**config.mk**
```make
export PLATFORM = sky130hd
export DESIGN_NAME = carfield_pll_jtag_tap
export DESIGN_NICKNAME = d
export VERILOG_FILES = /design/src/rtl/carfield_chip_pkg.sv /design/src/rtl/carfield_jtag_tap_fsm.sv /design/src/rtl/carfield_pll_jtag_tap.sv
export SDC_FILE = /design/constraint.sdc
export NUM_CORES = 1
export LEC_CHECK = 0
export ABC_CLOCK_PERIOD_IN_PS = 2200
export CAP_MARGIN = 0
export CORE_UTILIZATION = 55
export CTS_CLUSTER_SIZE = 12
export DETAILED_ROUTE_END_ITERATION = 7
export GPL_TIMING_DRIVEN = 1
export PLACE_DENSITY = 0.77
export SETUP_SLACK_MARGIN = 0.1
export SLEW_MARGIN = 0
export SYNTH_ARGS = -nofsm -noshare
export SYNTH_HDL_FRONTEND = slang
export SYNTH_SLANG_ARGS = --single-unit
```
**constraint.sdc**
```tcl
create_clock -name clk_i -period 2.2 [get_ports clk_i]
set_input_delay 0.44 -clock clk_i [delete_from_list [all_inputs] [get_ports clk_i]]
set_output_delay 0.44 -clock clk_i [all_outputs]
set_load 0.01 [all_outputs]
```
**src/rtl/carfield_chip_pkg.sv**
```systemverilog
// Shared Carfield chip constants: PLL JTAG IDCODE, TAP instruction encodings and TAP state enum.
// TAP states use the IEEE 1149.1 reference encoding so tap_state_o matches common debug tooling.
package carfield_chip_pkg;

  localparam logic [31:0] CarfieldPllJtagIdCode = 32'h1abc_0db3;

  localparam logic [3:0] IrIdcode = 4'h1;
  localparam logic [3:0] IrPllCfg = 4'h2;
  localparam logic [3:0] IrBypass = 4'hF;

  typedef enum logic [3:0] {
    TapExit2Dr         = 4'h0,
    TapExit1Dr         = 4'h1,
    TapShiftDr         = 4'h2,
    TapPauseDr         = 4'h3,
    TapSelectIrScan    = 4'h4,
    TapUpdateDr        = 4'h5,
    TapCaptureDr       = 4'h6,
    TapSelectDrScan    = 4'h7,
    TapExit2Ir         = 4'h8,
    TapExit1Ir         = 4'h9,
    TapShiftIr         = 4'hA,
    TapPauseIr         = 4'hB,
    TapRunTestIdle     = 4'hC,
    TapUpdateIr        = 4'hD,
    TapCaptureIr       = 4'hE,
    TapTestLogicReset  = 4'hF
  } tap_state_e;

  typedef enum logic [1:0] {
    DrBypass,
    DrIdcode,
    DrPllCfg
  } dr_sel_e;

endpackage

```
**src/rtl/carfield_jtag_tap_fsm.sv**
```systemverilog
// IEEE 1149.1 TAP controller; advances one state per synchronized TCK rise event.
// Latency: state_o reflects the new state one clk_i cycle after the rise event; no backpressure.
module carfield_jtag_tap_fsm
  import carfield_chip_pkg::*;
(
  input  logic       clk_i,
  input  logic       rst_i,
  input  logic       tck_rise_i,
  input  logic       tms_i,
  output tap_state_e state_o
);

  tap_state_e state_q, state_d;

  always_ff @(posedge clk_i) begin
    if (rst_i) begin
      state_q <= TapTestLogicReset;
    end else begin
      state_q <= state_d;
    end
  end

  always_comb begin
    state_d = state_q;
    if (tck_rise_i) begin
      case (state_q)
        TapTestLogicReset: state_d = tms_i ? TapTestLogicReset : TapRunTestIdle;
        TapRunTestIdle:    state_d = tms_i ? TapSelectDrScan   : TapRunTestIdle;
        TapSelectDrScan:   state_d = tms_i ? TapSelectIrScan   : TapCaptureDr;
        TapCaptureDr:      state_d = tms_i ? TapExit1Dr        : TapShiftDr;
        TapShiftDr:        state_d = tms_i ? TapExit1Dr        : TapShiftDr;
        TapExit1Dr:        state_d = tms_i ? TapUpdateDr       : TapPauseDr;
        TapPauseDr:        state_d = tms_i ? TapExit2Dr        : TapPauseDr;
        TapExit2Dr:        state_d = tms_i ? TapUpdateDr       : TapShiftDr;
        TapUpdateDr:       state_d = tms_i ? TapSelectDrScan   : TapRunTestIdle;
        TapSelectIrScan:   state_d = tms_i ? TapTestLogicReset : TapCaptureIr;
        TapCaptureIr:      state_d = tms_i ? TapExit1Ir        : TapShiftIr;
        TapShiftIr:        state_d = tms_i ? TapExit1Ir        : TapShiftIr;
        TapExit1Ir:        state_d = tms_i ? TapUpdateIr       : TapPauseIr;
        TapPauseIr:        state_d = tms_i ? TapExit2Ir        : TapPauseIr;
        TapExit2Ir:        state_d = tms_i ? TapUpdateIr       : TapShiftIr;
        TapUpdateIr:       state_d = tms_i ? TapSelectDrScan   : TapRunTestIdle;
        default:           state_d = TapTestLogicReset;
      endcase
    end
  end

  assign state_o = state_q;

endmodule

```
**src/rtl/carfield_pll_jtag_tap.sv**
```systemverilog
// JTAG TAP oversampled by clk_i exposing IDCODE, BYPASS and a PLL configuration register.
// Latency: pin edges act 3 clk_i cycles later; pll_cfg_valid_o pulses one cycle on Update-DR; no backpressure.
module carfield_pll_jtag_tap
  import carfield_chip_pkg::*;
#(
  parameter logic [31:0]          IdCode    = CarfieldPllJtagIdCode,
  parameter int unsigned          IrWidth   = 4,
  parameter int unsigned          CfgWidth  = 32,
  parameter logic [CfgWidth-1:0]  CfgRstVal = '0
) (
  input  logic                clk_i,
  input  logic                rst_i,
  input  logic                tck_i,
  input  logic                tms_i,
  input  logic                tdi_i,
  output logic                tdo_o,
  output logic                tdo_oe_o,
  output logic [CfgWidth-1:0] pll_cfg_o,
  output logic                pll_cfg_valid_o,
  output logic [3:0]          tap_state_o
);

  logic [1:0] tck_sync_q, tms_sync_q, tdi_sync_q;
  logic       tck_dly_q;

  always_ff @(posedge clk_i) begin
    if (rst_i) begin
      tck_sync_q <= '0;
      tms_sync_q <= '0;
      tdi_sync_q <= '0;
      tck_dly_q  <= 1'b0;
    end else begin
      tck_sync_q <= {tck_sync_q[0], tck_i};
      tms_sync_q <= {tms_sync_q[0], tms_i};
      tdi_sync_q <= {tdi_sync_q[0], tdi_i};
      tck_dly_q  <= tck_sync_q[1];
    end
  end

  logic tck_rise, tck_fall, tms, tdi;
  assign tck_rise = tck_sync_q[1] & ~tck_dly_q;
  assign tck_fall = ~tck_sync_q[1] & tck_dly_q;
  assign tms      = tms_sync_q[1];
  assign tdi      = tdi_sync_q[1];

  tap_state_e state;

  carfield_jtag_tap_fsm u_fsm (
    .clk_i      (clk_i),
    .rst_i      (rst_i),
    .tck_rise_i (tck_rise),
    .tms_i      (tms),
    .state_o    (state)
  );

  logic in_shift_ir, in_shift_dr, in_shift;
  assign in_shift_ir = (state == TapShiftIr);
  assign in_shift_dr = (state == TapShiftDr);
  assign in_shift    = in_shift_ir | in_shift_dr;

  logic [IrWidth-1:0]  ir_q, ir_d, ir_sr_q, ir_sr_d;
  logic [31:0]         id_sr_q, id_sr_d;
  logic [CfgWidth-1:0] cfg_sr_q, cfg_sr_d, pll_cfg_q, pll_cfg_d;
  logic                byp_q, byp_d, cfg_vld_q, cfg_vld_d, tdo_q, tdo_d;

  // Unlisted instruction codes fall through to BYPASS.
  dr_sel_e dr_sel;
  always_comb begin
    dr_sel = DrBypass;
    if (ir_q == IrWidth'(IrBypass))      dr_sel = DrBypass;
    else if (ir_q == IrWidth'(IrIdcode)) dr_sel = DrIdcode;
    else if (ir_q == IrWidth'(IrPllCfg)) dr_sel = DrPllCfg;
  end

  logic dr_lsb;
  always_comb begin
    case (dr_sel)
      DrIdcode: dr_lsb = id_sr_q[0];
      DrPllCfg: dr_lsb = cfg_sr_q[0];
      default:  dr_lsb = byp_q;
    endcase
  end

  always_comb begin
    ir_d      = ir_q;
    ir_sr_d   = ir_sr_q;
    id_sr_d   = id_sr_q;
    cfg_sr_d  = cfg_sr_q;
    byp_d     = byp_q;
    pll_cfg_d = pll_cfg_q;
    cfg_vld_d = 1'b0;
    tdo_d     = tdo_q;

    if (state == TapTestLogicReset) ir_d = IrWidth'(IrIdcode);

    if (tck_rise) begin
      case (state)
        TapCaptureIr: ir_sr_d = IrWidth'(1);
        TapShiftIr:   ir_sr_d = {tdi, ir_sr_q[IrWidth-1:1]};
        TapUpdateIr:  ir_d    = ir_sr_q;
        TapCaptureDr: begin
          case (dr_sel)
            DrIdcode: id_sr_d  = IdCode;
            DrPllCfg: cfg_sr_d = pll_cfg_q;
            default:  byp_d    = 1'b0;
          endcase
        end
        TapShiftDr: begin
          case (dr_sel)
            DrIdcode: id_sr_d  = {tdi, id_sr_q[31:1]};
            DrPllCfg: cfg_sr_d = {tdi, cfg_sr_q[CfgWidth-1:1]};
            default:  byp_d    = tdi;
          endcase
        end
        TapUpdateDr: begin
          if (dr_sel == DrPllCfg) begin
            pll_cfg_d = cfg_sr_q;
            cfg_vld_d = 1'b1;
          end
        end
        default: ;
      endcase
    end

    // TDO changes on the falling edge so the probe samples a stable bit at the next rise.
    if (tck_fall) begin
      if (in_shift_ir)      tdo_d = ir_sr_q[0];
      else if (in_shift_dr) tdo_d = dr_lsb;
      else                  tdo_d = 1'b0;
    end
  end

  always_ff @(posedge clk_i) begin
    if (rst_i) begin
      ir_q      <= IrWidth'(IrIdcode);
      ir_sr_q   <= '0;
      id_sr_q   <= '0;
      cfg_sr_q  <= '0;
      byp_q     <= 1'b0;
      pll_cfg_q <= CfgRstVal;
      cfg_vld_q <= 1'b0;
      tdo_q     <= 1'b0;
    end else begin
      ir_q      <= ir_d;
      ir_sr_q   <= ir_sr_d;
      id_sr_q   <= id_sr_d;
      cfg_sr_q  <= cfg_sr_d;
      byp_q     <= byp_d;
      pll_cfg_q <= pll_cfg_d;
      cfg_vld_q <= cfg_vld_d;
      tdo_q     <= tdo_d;
    end
  end

  assign tdo_o           = in_shift & tdo_q;
  assign tdo_oe_o        = in_shift;
  assign pll_cfg_o       = pll_cfg_q;
  assign pll_cfg_valid_o = cfg_vld_q;
  assign tap_state_o     = state;

endmodule

```
==> results by group <==
Timing
  • Remaining max-slew budget at the tightest pin: a little under 60%
  • Period minus WS final: between 1500 and 2000 ps
  • Total negative setup slack: 0 ps
  • Highest clock rate: ~500 MHz
  • Clk_skew: between 8 and 9 ps
  • Fraction of the cycle the final worst path needs: between 90% and 100%
  • Measured slew at the worst slew-check pin: 622 ps
  • Worst Slack Setup Final: approximately 220 ps
  • Final Max Tran Viols: 0
  • Final hold vios: 0
  • Setup repair after global routing missed its margin: false
  • Final setup violation count: 0

Worst hold path
  • Instance count along the most critical hold path: 2
  • Path class of the lowest-slack min-delay path: in2reg

Yosys
  • Synth unique cells: just over 40
  • Post-synth net total: approximately 550
  • Async SR Flop Fraction: 0%
  • Main synth FF type: sky130_fd_sc_hd__dfxtp_1
  • Count of flip-flops with a built-in enable after synthesis: 0
  • Synthesis warning total: 0
  • Synth top cells by count: sky130_fd_sc_hd__dfxtp_1 (118), sky130_fd_sc_hd__nor2_1 (88), sky130_fd_sc_hd__nand2_1 (87), sky130_fd_sc_hd__mux2i_1 (36), sky130_fd_sc_hd__a311oi_1 (34)
  • Post-Syn Area per Cell: about 9 sq um
  • Part of the Yosys area used for sequential elements: 49.2%
  • Number of synthesized register bits: roughly 120
  • Mapped cell area: a little under 0.005 sq mm
  • Most numerous cell in the Yosys netlist: sky130_fd_sc_hd__dfxtp_1
  • Most area-hungry cell type in the Yosys netlist: sky130_fd_sc_hd__dfxtp_1
  • Top-area cell type share of the netlist area: between 40% and 50%
  • Biggest area contributors in the synthesized netlist: sky130_fd_sc_hd__dfxtp_1 (49%), sky130_fd_sc_hd__mux2i_1 (7.5%), sky130_fd_sc_hd__nor2_1 (6.9%)
  • Cells after Synth: 546

Place
  • Detail Placement HPWL: around 5.7 mm
  • Gp weighted congestion: 0.801
  • Count of input and output buffers: 43
  • Worst setup slack after placement: 239 ps

Setup path
  • Data arrival time at the worst-slack endpoint: around 1500 ps
  • CP startpoint kind: flip-flop
  • Slowest Stage Delay on Critical Path: between 500 and 600 ps
  • Critical path capture point type: output pin
  • Crit Path Class: reg2out
  • Crit path cell chain: clkdlybuf4s50_1
  • Worst path depth: 1
  • Maximum fanout along the worst path: 11
  • Worst r2r path cells: 5
  • Data required time at the worst endpoint: about 1800 ps
  • Slowest stage cell, crit path: sky130_fd_sc_hd__clkdlybuf4s50_1
  • Count of buffer and inverter cells on the critical path: 1
  • Cell type group with the largest total delay on the critical path: buffers and inverters

Die
  • Die width: ~95 um
  • Die outline area: 0.00911 sq mm
  • Die Y-Extent: around 95 um
  • Initial core utilization: a little under three fifths
  • Std-Cell Core Area: approximately 0.0083 sq mm
  • Number of placement rows: 33
  • Io pins: between 40 and 50

Run status
  • Run status: completed

Route
  • Total Wirelength: ~9.6 mm
  • Average via count per standard cell: ~5.6
  • DR pass1 iterations: 5
  • DRC errors left: 0
  • Routed length per instance: ~14 um
  • 1st-iter DRT viols: around 250
  • Via count of the routed design: approximately 4000
  • Number of nets still failing antenna checks after routing: 0

CTS
  • Clock root buffer: sky130_fd_sc_hd__clkbuf_8
  • Number of clock sinks seen by CTS: 118
  • Buffer depth of the longest clock path: 2
  • Later-pin clock latency in the skew report: 510 ps
  • # H-tree levels: 4
  • TritonCTS clock tree: done
  • Clock-pin slew on the worst setup and hold paths: 60 ps
  • Buffers inserted by post-CTS timing repair: 0
  • Number of buffers created by CTS: 17

Global routing
  • Maximum number of pins on one net before global-route repair: 81
  • Global-route wire length before repair: 16.7 mm
  • Total Routing Usage GR: 23.5%
  • Via count of the first global-routing pass: between 3000 and 4000
  • Overall overflow remaining after global route: 0
  • Antenna violations before repair: 0

Finish
  • Diode insertion count for antenna repair: 0
  • Area delta synth->final: 24.1%
  • Number of nets in the finished design: 582
  • Multi-input logic area: approximately 0.0022 sq mm
  • Fillcell total: just under 600
  • Sequential standard cell area: between 0.002 and 0.0025 sq mm
  • Fraction of layout instances using a drive strength above 1: between 10% and 20%

Run
  • Max-capacitance violation count: 0

Power
  • Cell area power density: ~830 mW/mm^2
  • VDD IR-drop max: ~600 uV
  • Static leakage: between 1.5 and 2 nW
path summary, 6_finish.rpt:
kind / start / endpoint / slack, ps
max reg2reg: tck_dly_q / id_sr_q[28] / 290
min reg2reg: tms_sync_q[0] / tms_sync_q[1] / 440
min: rst_i / ir_q[3] / 340
max: u_fsm.state_o[2] / tap_state_o[2] / 220
layout by cell type, fill, tap and decap left out, drive strengths merged, types with 5 or more instances in the layout:
cell / n
nor3: 36
inv: 6
buf: 15
o21ai: 5
nand3: 20
nor2b: 9
nand2b: 7
mux2i: 36
a311oi: 34
nand2: 87
nor2: 88
clkbuf: 19
dfxtp: 118
a21oi: 29
clkdlybuf4s50: 38
layout make-up:
class                           count  area share (%)
Tap cell                          105            2.20
Inverter                            3           0.189
Clock buffer                       19            7.41
Multi-Input combinational cell    380            37.7
Sequential cell                   118            39.8
Timing Repair Buffer               57            10.2
Clock inverter                     13            2.48
registers in the layout, indices dropped and copies added, names as in the netlist:
register         cells
u_fsm.state_o        4
tck_dly_q            1
pll_cfg_valid_o      1
ir_sr_q              4
tck_sync_q           2
pll_cfg_o           32
byp_q                1
tms_sync_q           2
cfg_sr_q            32
id_sr_q             32
tdo_q                1
tdi_sync_q           2
ir_q                 4
power by group:
part | switching, mW | leakage, nW | internal (mW)
Clock | 0.995 | 0.277 | 1.68
Combinational | 0.0766 | 0.658 | 0.0520
Sequential | 0.0199 | 0.951 | 2.15
metal layers:
layer / wire [um] / GRT usage, % / share of wire (%)
met5: 0 / 0 / 0
met1: 4390 / 28.8 / 46
met2: 4780 / 38.9 / 50
met3: 306 / 5.98 / 3.2
met4: 141 / 10.3 / 1.5
worst reg2reg max path: stages, from the launching register on:
cell and delay [ps]:
sky130_fd_sc_hd__dfxtp_1 340, sky130_fd_sc_hd__nand4bb_2 350, sky130_fd_sc_hd__or4_1 540, sky130_fd_sc_hd__buf_4 270, sky130_fd_sc_hd__nor3_2 220, sky130_fd_sc_hd__nor3_1 60
per-stage QoR:
stage	utilization [%]	cells	hold WS, ps	power, mW	cell area, sq um
floorplan	-	546	414	2.30	4800
global placement	64.1	663	423	2.34	5350
detailed placement	64.1	663	427	2.34	5350
CTS	71.4	695	323	5.01	5950
global route	71.5	695	351	5.14	5960
finish	71.5	695	344	4.98	5960
cells by family after synthesis:
group,synth area share [%]
muxes,7.74
AOI/OAI and AO/OA,10.5
and+or+nand+nor,27.7
DFF,49.2
xor gates and xnor gates,0.182
buffers and inverters,4.69
what timing repair did:
item | in CTS | in global routing
resized for setup | 9 | 3
hold buffers | 0 | 0
endpoints found under the setup margin | 5 | 3
No activity file was read; power rests on OpenSTA's default activity.
